[src/rtl/cpu_defs.sv]
// Shared core definitions: datapath width, reset PC and the idle instruction word.
package cpu_defs;

   localparam int          AW        = 32;
   localparam logic [31:0] PC_RESET  = 32'h0000_3000;
   localparam logic [31:0] INSTR_NOP = 32'h0000_0000;

endpackage

[src/rtl/fq_mem.sv]
// Entry storage for the fetch queue: synchronous write, asynchronous read, no reset.
module fq_mem #(
   parameter int DEPTH = 4,
   parameter int DW    = 64
) (
   input  logic                     clk,
   input  logic                     we,
   input  logic [$clog2(DEPTH)-1:0] waddr,
   input  logic [DW-1:0]            wdata,
   input  logic [$clog2(DEPTH)-1:0] raddr,
   output logic [DW-1:0]            rdata
);

   logic [DW-1:0] mem [DEPTH];

   always_ff @(posedge clk) begin
      if (we) begin
         mem[waddr] <= wdata;
      end
   end

   assign rdata = mem[raddr];

endmodule

[src/rtl/fetch_queue.sv]
// In-order {pc, instr} prefetch buffer between fetch and decode; flush on redirect.
// Optional same-cycle bypass when empty is enabled by defining FQ_BYPASS_EN.
module fetch_queue
   import cpu_defs::*;
#(
   parameter int DEPTH = 4,
   parameter int AW    = cpu_defs::AW
) (
   input  logic                       clk,
   input  logic                       reset,
   input  logic                       i_valid,
   input  logic [AW-1:0]              i_pc,
   input  logic [AW-1:0]              i_instr,
   output logic                       o_ready,
   input  logic                       i_flush,
   output logic                       o_valid,
   output logic [AW-1:0]              o_pc,
   output logic [AW-1:0]              o_instr,
   input  logic                       i_ready,
   output logic [$clog2(DEPTH):0]     o_count
);

   localparam int PW = $clog2(DEPTH);
   localparam int CW = PW + 1;

   logic [PW-1:0]   head;
   logic [PW-1:0]   tail;
   logic [CW-1:0]   count;
   logic            empty;
   logic            full;
   logic            bypass;
   logic            push;
   logic            pop;
   logic            wr_en;
   logic            rd_adv;
   logic [2*AW-1:0] rd_data;

   assign empty   = (count == '0);
   assign full    = (count == CW'(DEPTH));
   assign o_ready = !full;
   assign o_count = count;

`ifdef FQ_BYPASS_EN
   assign bypass = empty && !i_flush;
`else
   assign bypass = 1'b0;
`endif

   always_comb begin
      o_valid = !empty;
      o_pc    = rd_data[2*AW-1:AW];
      o_instr = rd_data[AW-1:0];
      if (bypass) begin
         o_valid = i_valid;
         o_pc    = i_pc;
         o_instr = i_instr;
      end
      if (!o_valid) begin
         o_pc    = '0;
         o_instr = AW'(INSTR_NOP);
      end
   end

   assign push = i_valid && o_ready;
   assign pop  = o_valid && i_ready;

   // A bypassed entry that decode takes this cycle never touches storage.
   assign wr_en  = push && !(bypass && i_ready) && !i_flush && !reset;
   assign rd_adv = pop && !bypass;

   always_ff @(posedge clk) begin
      if (reset || i_flush) begin
         head  <= '0;
         tail  <= '0;
         count <= '0;
      end else begin
         if (wr_en) begin
            tail <= tail + PW'(1);
         end
         if (rd_adv) begin
            head <= head + PW'(1);
         end
         case ({wr_en, rd_adv})
            2'b10:   count <= count + CW'(1);
            2'b01:   count <= count - CW'(1);
            default: count <= count;
         endcase
      end
   end

   fq_mem #(
      .DEPTH (DEPTH),
      .DW    (2*AW)
   ) u_mem (
      .clk   (clk),
      .we    (wr_en),
      .waddr (tail),
      .wdata ({i_pc, i_instr}),
      .raddr (head),
      .rdata (rd_data)
   );

endmodule
[config.mk]
export PLATFORM = sky130hd
export DESIGN_NAME = fetch_queue
export DESIGN_NICKNAME = d
export VERILOG_FILES = /design/src/rtl/cpu_defs.sv /design/src/rtl/fq_mem.sv /design/src/rtl/fetch_queue.sv
export SDC_FILE = /design/constraint.sdc
export NUM_CORES = 1
export LEC_CHECK = 0
export ABC_AREA = 1
export CORE_MARGIN = 1.5
export CORE_UTILIZATION = 59
export DETAILED_ROUTE_END_ITERATION = 10
export PLACE_DENSITY = 0.83
export RECOVER_POWER = 25
export SLEW_MARGIN = 20
export SYNTH_ARGS = -nofsm -noshare
export SYNTH_HDL_FRONTEND = slang
export SYNTH_SLANG_ARGS = --single-unit
[constraint.sdc]
create_clock -name clk -period 13.45 [get_ports clk]
set_input_delay 3.3625 -clock clk [delete_from_list [all_inputs] [get_ports clk]]
set_output_delay 3.3625 -clock clk [all_outputs]
set_load 0.05 [all_outputs]
==> tab_implementation.tex, run 1 <==
\begin{tabular}{lr}
\hline
Metric & Value \\
\hline
\multicolumn{2}{l}{\textbf{STA}} \\
\quad Unrepaired setup endpoints after global routing & no \\
\quad Worst clock skew & 0.008515 ns \\
\quad Fmax & 141.5 MHz \\
\quad Slew at the pin closest to its max-slew limit & 0.9791 ns \\
\quad Final Hold Vio Count & 0 \\
\quad Post-route clock period utilization & 0.5254 \\
\quad Final count of negative-setup-slack endpoints & 0 \\
\quad Aggregate negative setup slack & 0 ns \\
\quad Max transition margin & 0.3473 \\
\quad Final critical delay including setup and external delays & 7.067 ns \\
\quad Number of pins exceeding their max-slew limit in the final report & 0 \\
\multicolumn{2}{l}{\textbf{Clock tree}} \\
\quad Cell chosen for the clock root & clkbuf\_16 \\
\quad Clock tree from TritonCTS & yes \\
\quad Clock Tree Buf Depth & 3 \\
\quad Count of hold buffers inserted by post-cts repair & 0 \\
\quad CTS-repair resized insts & 0 \\
\quad Post-CTS setup buffers & 0 \\
\quad Clock Sinks & 265 \\
\quad Clk slew on worst S/H paths & 0.06 ns \\
\quad TritonCTS Buffers & 25 \\
\quad Worst-skew pair later-pin latency & 0.50 ns \\
\quad Count of H-tree levels built during CTS & 1 \\
\multicolumn{2}{l}{\textbf{Pwr}} \\
\quad Post-layout total power & 1.655 mW \\
\quad Sequential share of power & 0.554 \\
\quad PwrDens & 131.4 mW/mm² \\
\quad Logic pwr share & 0.066 \\
\quad Net Sw Frac & 0.2144 \\
\quad Part of the total power dissipated in the clock network & 0.380 \\
\quad Internal power & 1.300 mW \\
\quad Switching power summed over all nets & 0.3550 mW \\
\quad Leakage power of the design & 4.235 nW \\
\quad IR drop worst, VDD & 119.6 µV \\
\multicolumn{2}{l}{\textbf{Die}} \\
\quad Number of rows in the core area & 48 \\
\quad Die area & 0.01844 mm² \\
\quad Starting density of the core & 0.6036 \\
\quad Overall die height & 135.8 µm \\
\quad Number of top-level pins & 138 \\
\quad Core Footprint & 0.01724 mm² \\
\quad Die width & 135.8 µm \\
\multicolumn{2}{l}{\textbf{Global route}} \\
\quad Met1 Usage GRT & 0.3233 \\
\quad Initial antenna violation count & 2 \\
\quad GR met3 Demand/Resource & 0.03517 \\
\quad Total global routing overflow & 0 \\
\quad Maximum number of pins on one net before global-route repair & 86 \\
\quad Most used routing layer & met2 \\
\quad Wire length of the first global-routing pass & 33670 µm \\
\quad Global-route met2 utilization & 0.4072 \\
\quad Tot GR Track Use & 0.2381 \\
\quad Number of global-route vias before repair & 6574 \\
\multicolumn{2}{l}{\textbf{Final layout}} \\
\quad Layout area overhead & 21.07\% \\
\quad Commonest cells after routing, fill and taps aside & nor2\_1, edfxtp\_1, o21ai\_0 \\
\quad Proportion of layout cells with a drive suffix above 1 & 0.05377 \\
\quad Most frequent standard cell in the layout excluding fill and tap cells & nor2\_1 \\
\quad Final layout net count & 1026 \\
\quad Post-Route Utilization & 0.7308 \\
\multicolumn{2}{l}{\textbf{Yosys}} \\
\quad Simple logic cell fraction of the synthesized area & 0.1054 \\
\quad Synthesized-area fraction occupied by ao, oa, aoi and oai cells & 0.09525 \\
\quad Mapped Nets & 900 \\
\quad Cell taking the most area after synthesis & edfxtp\_1 \\
\quad Adder-Cell Fraction of Synth Area & 0.007937 \\
\quad Main area contributors after synthesis & edfxtp\_1, nor2\_1, o21ai\_0, a21oi\_1, dfxtp\_1 \\
\quad Post-synthesis area per instance & 12.61 µm² \\
\quad Share of the yosys chip area belonging to registers & 0.7562 \\
\quad Fraction of post-synthesis cell area in the top cell type by area & 0.7389 \\
\quad XOR/XNOR Fraction of Synth Area & 0 \\
\quad Area of the mapped netlist & 0.01040 mm² \\
\quad Share of synthesized area spent on multiplexers & 0 \\
\quad Distinct cells, synth & 17 \\
\quad Gate count of the mapped netlist & 825 \\
\quad Main combinational cell family by area after synthesis & simple AND/OR/NAND/NOR gates \\
\quad Synth Register Bits & 265 \\
\quad YS warnings & 0 \\
\multicolumn{2}{l}{\textbf{Worst setup path}} \\
\quad Element type at the critical path end & output port \\
\quad Startpoint type of the worst setup path & flip-flop \\
\quad Data arrival time of the critical path & 3.70 ns \\
\quad Required time worst endpoint & 10.09 ns \\
\quad Largest fanout on the critical path & 71 \\
\quad Crit Path Category & reg2out \\
\multicolumn{2}{l}{\textbf{Route}} \\
\quad Detailed Routing Iterations Pass 1 & 5 \\
\quad Via total after detailed routing & 6719 \\
\quad Post-detailed-route DRC marker count & 0 \\
\quad Vias per inst & 5.627 \\
\quad Total detailed-routing wirelength & 21730 µm \\
\quad Violation count after the first detailed-route iteration & 675 \\
\quad Number of antenna-violating nets in the routed design & 0 \\
\quad Wirelength per Cell & 18.20 µm \\
\multicolumn{2}{l}{\textbf{Hold path}} \\
\quad Kind of path behind the tightest hold check & reg2reg \\
\multicolumn{2}{l}{\textbf{Status}} \\
\quad Run status & finished, final reports clean \\
\multicolumn{2}{l}{\textbf{Flow run}} \\
\quad Max-cap viol count & 0 \\
\multicolumn{2}{l}{\textbf{Placement}} \\
\quad I/O Buffers & 137 \\
\quad Final Wtd Congestion & 0.7418 \\
\quad Dpl hpwl & 11890 µm \\
\hline
\end{tabular}
[power by group through the flow]
stage	Clock (mW)	Sequential [mW]	Combinational, mW
global route	0.670	0.917	0.117
floorplan	0	0.935	0.0579
CTS	0.634	0.917	0.112
finish	0.629	0.917	0.110
detailed placement	0	0.935	0.112
global placement	0	0.934	0.110
[metal layers]
metal	part of all wire	wire length, µm	vias up
met2	0.51	11010	301
met5	0	0	-
li1	-	-	3156
met1	0.39	8486	3226
met4	0.019	406	0
met3	0.084	1831	36
[per-stage QoR]
stage / hold slack (ns) / instances / instance area (µm²) / worst slack, ns
global placement: 0.4800 / 1149 / 11870 / 6.984
global route: 0.5417 / 1193 / 12590 / 6.121
floorplan: 0.4622 / 825 / 10400 / 6.448
CTS: 0.5273 / 1192 / 12590 / 6.358
finish: 0.5229 / 1194 / 12600 / 6.383
detailed placement: 0.5144 / 1149 / 11870 / 6.882
[synth_stat cells]
master	count
o21ai_0	120
nand2_1	16
inv_1	16
fa_1	1
nor2_1	268
inv_2	3
buf_1	3
clkbuf_1	14
buf_2	14
o21ai_1	10
buf_6	11
buf_4	5
a21oi_1	68
nand3_1	6
ha_1	5
edfxtp_1	256
dfxtp_1	9
[registers in the layout, summed over array words and instances, names as in the netlist, named ones only]
| signal | flops |
|---|---|
| head | 2 |
| u_mem.mem | 256 |
| o_count | 3 |
| tail | 2 |
[cell type report]
type,instances,area (µm²)
clock inverters,13,61.31
clock buffers,30,664.4
multi-input cells,494,2200
repair buffers,146,1439
well taps,225,281.5
fillers,1106,4641
inverters,19,72.57
diodes,2,5.005
flip-flops and latches,265,7873
[worst max-delay path: stages, from the launching register on]
cell and delay [ns]:
dfxtp_4 0.65, clkinv_2 0.79, buf_4 0.58, o21ai_0 0.28, a21oi_1 0.13, clkdlybuf4s50_1 0.75
[cells by family after synthesis]
family,after synthesis
AOI/OAI and AO/OA,198
buffers and inverters,66
adders and majority gates,6
DFF,265
and+or+nand+nor,290
[worst paths after layout]
check	start	to	slack (ns)	cells after the start
worst max-delay path	flip-flop	o_instr[9]	6.38	5
worst min-delay path	tail[1]	tail[1]	0.52	2
worst max register to register	o_count[1]	u_mem.mem[1][33]	10.82	5
worst min register to register	tail[1]	tail[1]	0.52	2
No activity file was read; power rests on OpenSTA's default activity.
==> run 2, diff against run 1 <==
--- a/config.mk
+++ b/config.mk
@@ -7,9 +7,9 @@
 export LEC_CHECK = 0
 export ABC_AREA = 1
 export CORE_MARGIN = 1.5
-export CORE_UTILIZATION = 59
+export CORE_UTILIZATION = 49
 export DETAILED_ROUTE_END_ITERATION = 10
-export PLACE_DENSITY = 0.83
+export PLACE_DENSITY = 0.73
 export RECOVER_POWER = 25
 export SLEW_MARGIN = 20
 export SYNTH_ARGS = -nofsm -noshare
==> constraint.sdc (replaced) <==
create_clock -name clk -period 6.1 [get_ports clk]
set_input_delay 1.525 -clock clk [delete_from_list [all_inputs] [get_ports clk]]
set_output_delay 1.525 -clock clk [all_outputs]
set_load 0.05 [all_outputs]
==> run 2 against run 1 <==
Compared with the run above:
- wire length increased by 0.58%
- global-route usage decreased by 3.7 points
- register-to-register slack got worse by 7.2 ns
- non-clock buffer count increased by 6
- die area increased by 20%
- combinational power increased by 120%
- total power increased by 130%
- critical path type unchanged
- critical endpoint is now o_pc[1]
- largest cell class unchanged
==> tab_implementation.tex, run 2 (synthesis results as in run 1) <==
\begin{tabular}{lr}
\hline
Metric & Value \\
\hline
\multicolumn{2}{l}{\textbf{Die}} \\
\quad Number of rows in the core area & 53 (+10\%) \\
\quad Overall die height & 148.7 µm (+9.5\%) \\
\quad Number of top-level pins & 138 (unchanged) \\
\quad Die width & 148.7 µm (+9.5\%) \\
\quad Die area & 0.02211 mm² (+20\%) \\
\quad Starting density of the core & 0.4965 (-0.1071) \\
\quad Core Footprint & 0.02096 mm² (+22\%) \\
\multicolumn{2}{l}{\textbf{Worst setup path}} \\
\quad Startpoint of the worst-slack reg-to-reg timing path & o\_count[1] \\
\quad Worst reg2reg path depth & 5 (unchanged) \\
\quad Reg-to-reg endpoint & u\_mem.mem[2][1] \\
\quad Required time worst endpoint & 4.58 ns (-5.51 ns) \\
\quad Crit Path Category & reg2out \\
\quad Data arrival time of the critical path & 3.53 ns (-0.17 ns) \\
\quad Largest fanout on the critical path & 37 (-48\%) \\
\quad Element type at the critical path end & output port \\
\quad Setup slack on the worst flop-to-flop path & 3.67 ns (-7.15 ns) \\
\quad Startpoint type of the worst setup path & flip-flop \\
\multicolumn{2}{l}{\textbf{Global route}} \\
\quad Most used routing layer & met2 \\
\quad Initial antenna violation count & 5 (+3) \\
\quad Met1 Usage GRT & 0.2521 (-0.07123) \\
\quad Tot GR Track Use & 0.2012 (-0.03694) \\
\quad Total global routing overflow & 0 (unchanged) \\
\quad Number of global-route vias before repair & 6686 (+1.7\%) \\
\quad Maximum number of pins on one net before global-route repair & 103 (+20\%) \\
\quad Global-route met2 utilization & 0.3558 (-0.05141) \\
\quad GR met3 Demand/Resource & 0.03834 (+0.003177) \\
\quad Wire length of the first global-routing pass & 34440 µm (+2.3\%) \\
\multicolumn{2}{l}{\textbf{Placement}} \\
\quad Dpl hpwl & 12360 µm (+4.0\%) \\
\quad Cell Count Post-Placement & 1204 (+4.8\%) \\
\quad Final Wtd Congestion & 0.7204 (-2.9\%) \\
\quad I/O Buffers & 137 (unchanged) \\
\quad DP Worst Slack & 1.576 ns (-5.306 ns) \\
\multicolumn{2}{l}{\textbf{Pwr}} \\
\quad Leakage power of the design & 4.310 nW (+1.8\%) \\
\quad PwrDens & 294.8 mW/mm² (+120\%) \\
\quad IR drop worst, VDD & 212.5 µV (+78\%) \\
\multicolumn{2}{l}{\textbf{Final layout}} \\
\quad Count of non-filler cells in the finished layout & 1255 (+5.1\%) \\
\quad Proportion of layout cells with a drive suffix above 1 & 0.06148 (+0.007701) \\
\quad Commonest cells after routing, fill and taps aside & nor2\_1, edfxtp\_1, o21ai\_0 \\
\quad Layout area overhead & 23.28\% \\
\quad Register ranked first by flip-flop count & u\_mem.mem \\
\quad Post-Route Utilization & 0.6121 (-0.1187) \\
\quad Max FFs per register & 256 (unchanged) \\
\quad Most frequent standard cell in the layout excluding fill and tap cells & nor2\_1 \\
\quad Layout fillers & 1640 (+48\%) \\
\quad Final layout net count & 1033 (+0.68\%) \\
\multicolumn{2}{l}{\textbf{Clock tree}} \\
\quad CTS-repair resized insts & 0 (unchanged) \\
\quad Clk slew on worst S/H paths & 0.06 ns (about the same) \\
\quad TritonCTS Buffers & 26 (+4.0\%) \\
\quad Count of H-tree levels built during CTS & 1 (unchanged) \\
\quad Worst-skew pair later-pin latency & 0.53 ns (+0.03 ns) \\
\quad Clock tree from TritonCTS & yes \\
\quad Clock Tree Buf Depth & 3 (unchanged) \\
\quad Count of hold buffers inserted by post-cts repair & 0 (unchanged) \\
\quad Clock Sinks & 265 (unchanged) \\
\quad Post-CTS setup buffers & 0 (unchanged) \\
\quad Cell chosen for the clock root & clkbuf\_16 \\
\multicolumn{2}{l}{\textbf{Hold path}} \\
\quad Kind of path behind the tightest hold check & reg2reg \\
\quad Depth of the worst hold-timing path & 2 (unchanged) \\
\quad Hold Startpoint & tail[1] \\
\quad Worst-case hold path end point & tail[1] \\
\multicolumn{2}{l}{\textbf{Route}} \\
\quad Detailed Routing Iterations Pass 1 & 5 (unchanged) \\
\quad Vias per inst & 5.257 (-6.6\%) \\
\quad Number of antenna-violating nets in the routed design & 0 (unchanged) \\
\quad Post-detailed-route DRC marker count & 0 (unchanged) \\
\quad Wirelength per Cell & 17.42 µm (-4.3\%) \\
\quad Via total after detailed routing & 6597 (-1.8\%) \\
\quad Violation count after the first detailed-route iteration & 406 (-40\%) \\
\quad Total detailed-routing wirelength & 21860 µm (+0.58\%) \\
\multicolumn{2}{l}{\textbf{STA}} \\
\quad Final Hold Vio Count & 0 (unchanged) \\
\quad Worst Hold Slack & 0.5080 ns (-0.01487 ns) \\
\quad Post-route clock period utilization & 0.8292 \\
\quad Least setup slack across all paths after layout & 1.042 ns (-5.341 ns) \\
\quad Max transition margin & 0.4886 (+0.1413) \\
\quad Fmax & 197.7 MHz \\
\quad Aggregate negative setup slack & 0 ns (unchanged) \\
\quad Worst clock skew & 0.01511 ns (+0.006591 ns) \\
\quad Final count of negative-setup-slack endpoints & 0 (unchanged) \\
\quad Slew at the pin closest to its max-slew limit & 0.7660 ns (-0.2131 ns) \\
\quad Final critical delay including setup and external delays & 5.058 ns \\
\quad Unrepaired setup endpoints after global routing & no \\
\quad Number of pins exceeding their max-slew limit in the final report & 0 (unchanged) \\
\multicolumn{2}{l}{\textbf{Status}} \\
\quad Run status & finished, final reports clean \\
\multicolumn{2}{l}{\textbf{Flow run}} \\
\quad Max-cap viol count & 0 (unchanged) \\
\hline
\end{tabular}
run 2: where the power goes:
part	internal (mW)	leakage (nW)	switching, mW	total [mW]
clock network	0.887	0.398	0.630	1.52
registers	2.02	2.39	0.00629	2.02
logic	0.0843	1.52	0.158	0.242
run 2: layer usage:
| layer | wire length (µm) | share of wire |
|---|---|---|
| met5 | 24 | 0.0011 |
| met4 | 405 | 0.019 |
| met3 | 1216 | 0.056 |
| met2 | 11060 | 0.51 |
| met1 | 9148 | 0.42 |
run 2: area by class of cell:
class / count / area (µm²) / share of cell area
Clock buffer: 32 / 694.4 / 0.05414
Timing Repair Buffer: 152 / 1516 / 0.1182
Sequential cell: 265 / 7873 / 0.6138
Antenna cell: 4 / 10.01 / 0.0007804
Multi-Input combinational cell: 494 / 2200 / 0.1715
Inverter: 19 / 72.57 / 0.005658
Clock inverter: 14 / 116.4 / 0.009072
Tap cell: 275 / 344.1 / 0.02683
run 2: critical path, stage by stage, from the launching register on:
cell and delay [ns]:
dfxtp_2 0.79, inv_2 0.44, buf_4 0.39, nor2_1 0.19, o21ai_0 0.11, a21oi_1 0.20
clkdlybuf4s50_1 0.84
run 2: how the worst max path moves through the flow:
stage	endpoint	slack, ns
6_report	o_pc[1]	1.04
5_1_grt	o_instr[1]	0.87
4_1_cts	o_pc[1]	1.01
3_5_place_dp	o_pc[1]	1.58
3_3_place_gp	o_instr[0]	1.59
2_1_floorplan	u_mem.mem[0][0]	0.94
run 2: per-stage QoR:
| step | power [mW] | cell area (µm²) |
|---|---|---|
| 2_1_floorplan | 2.190 | 10400 |
| 3_3_place_gp | 2.304 | 11980 |
| 3_5_place_dp | 2.308 | 11980 |
| 4_1_cts | 3.821 | 12790 |
| 5_1_grt | 3.902 | 12820 |
| 6_report | 3.781 | 12830 |
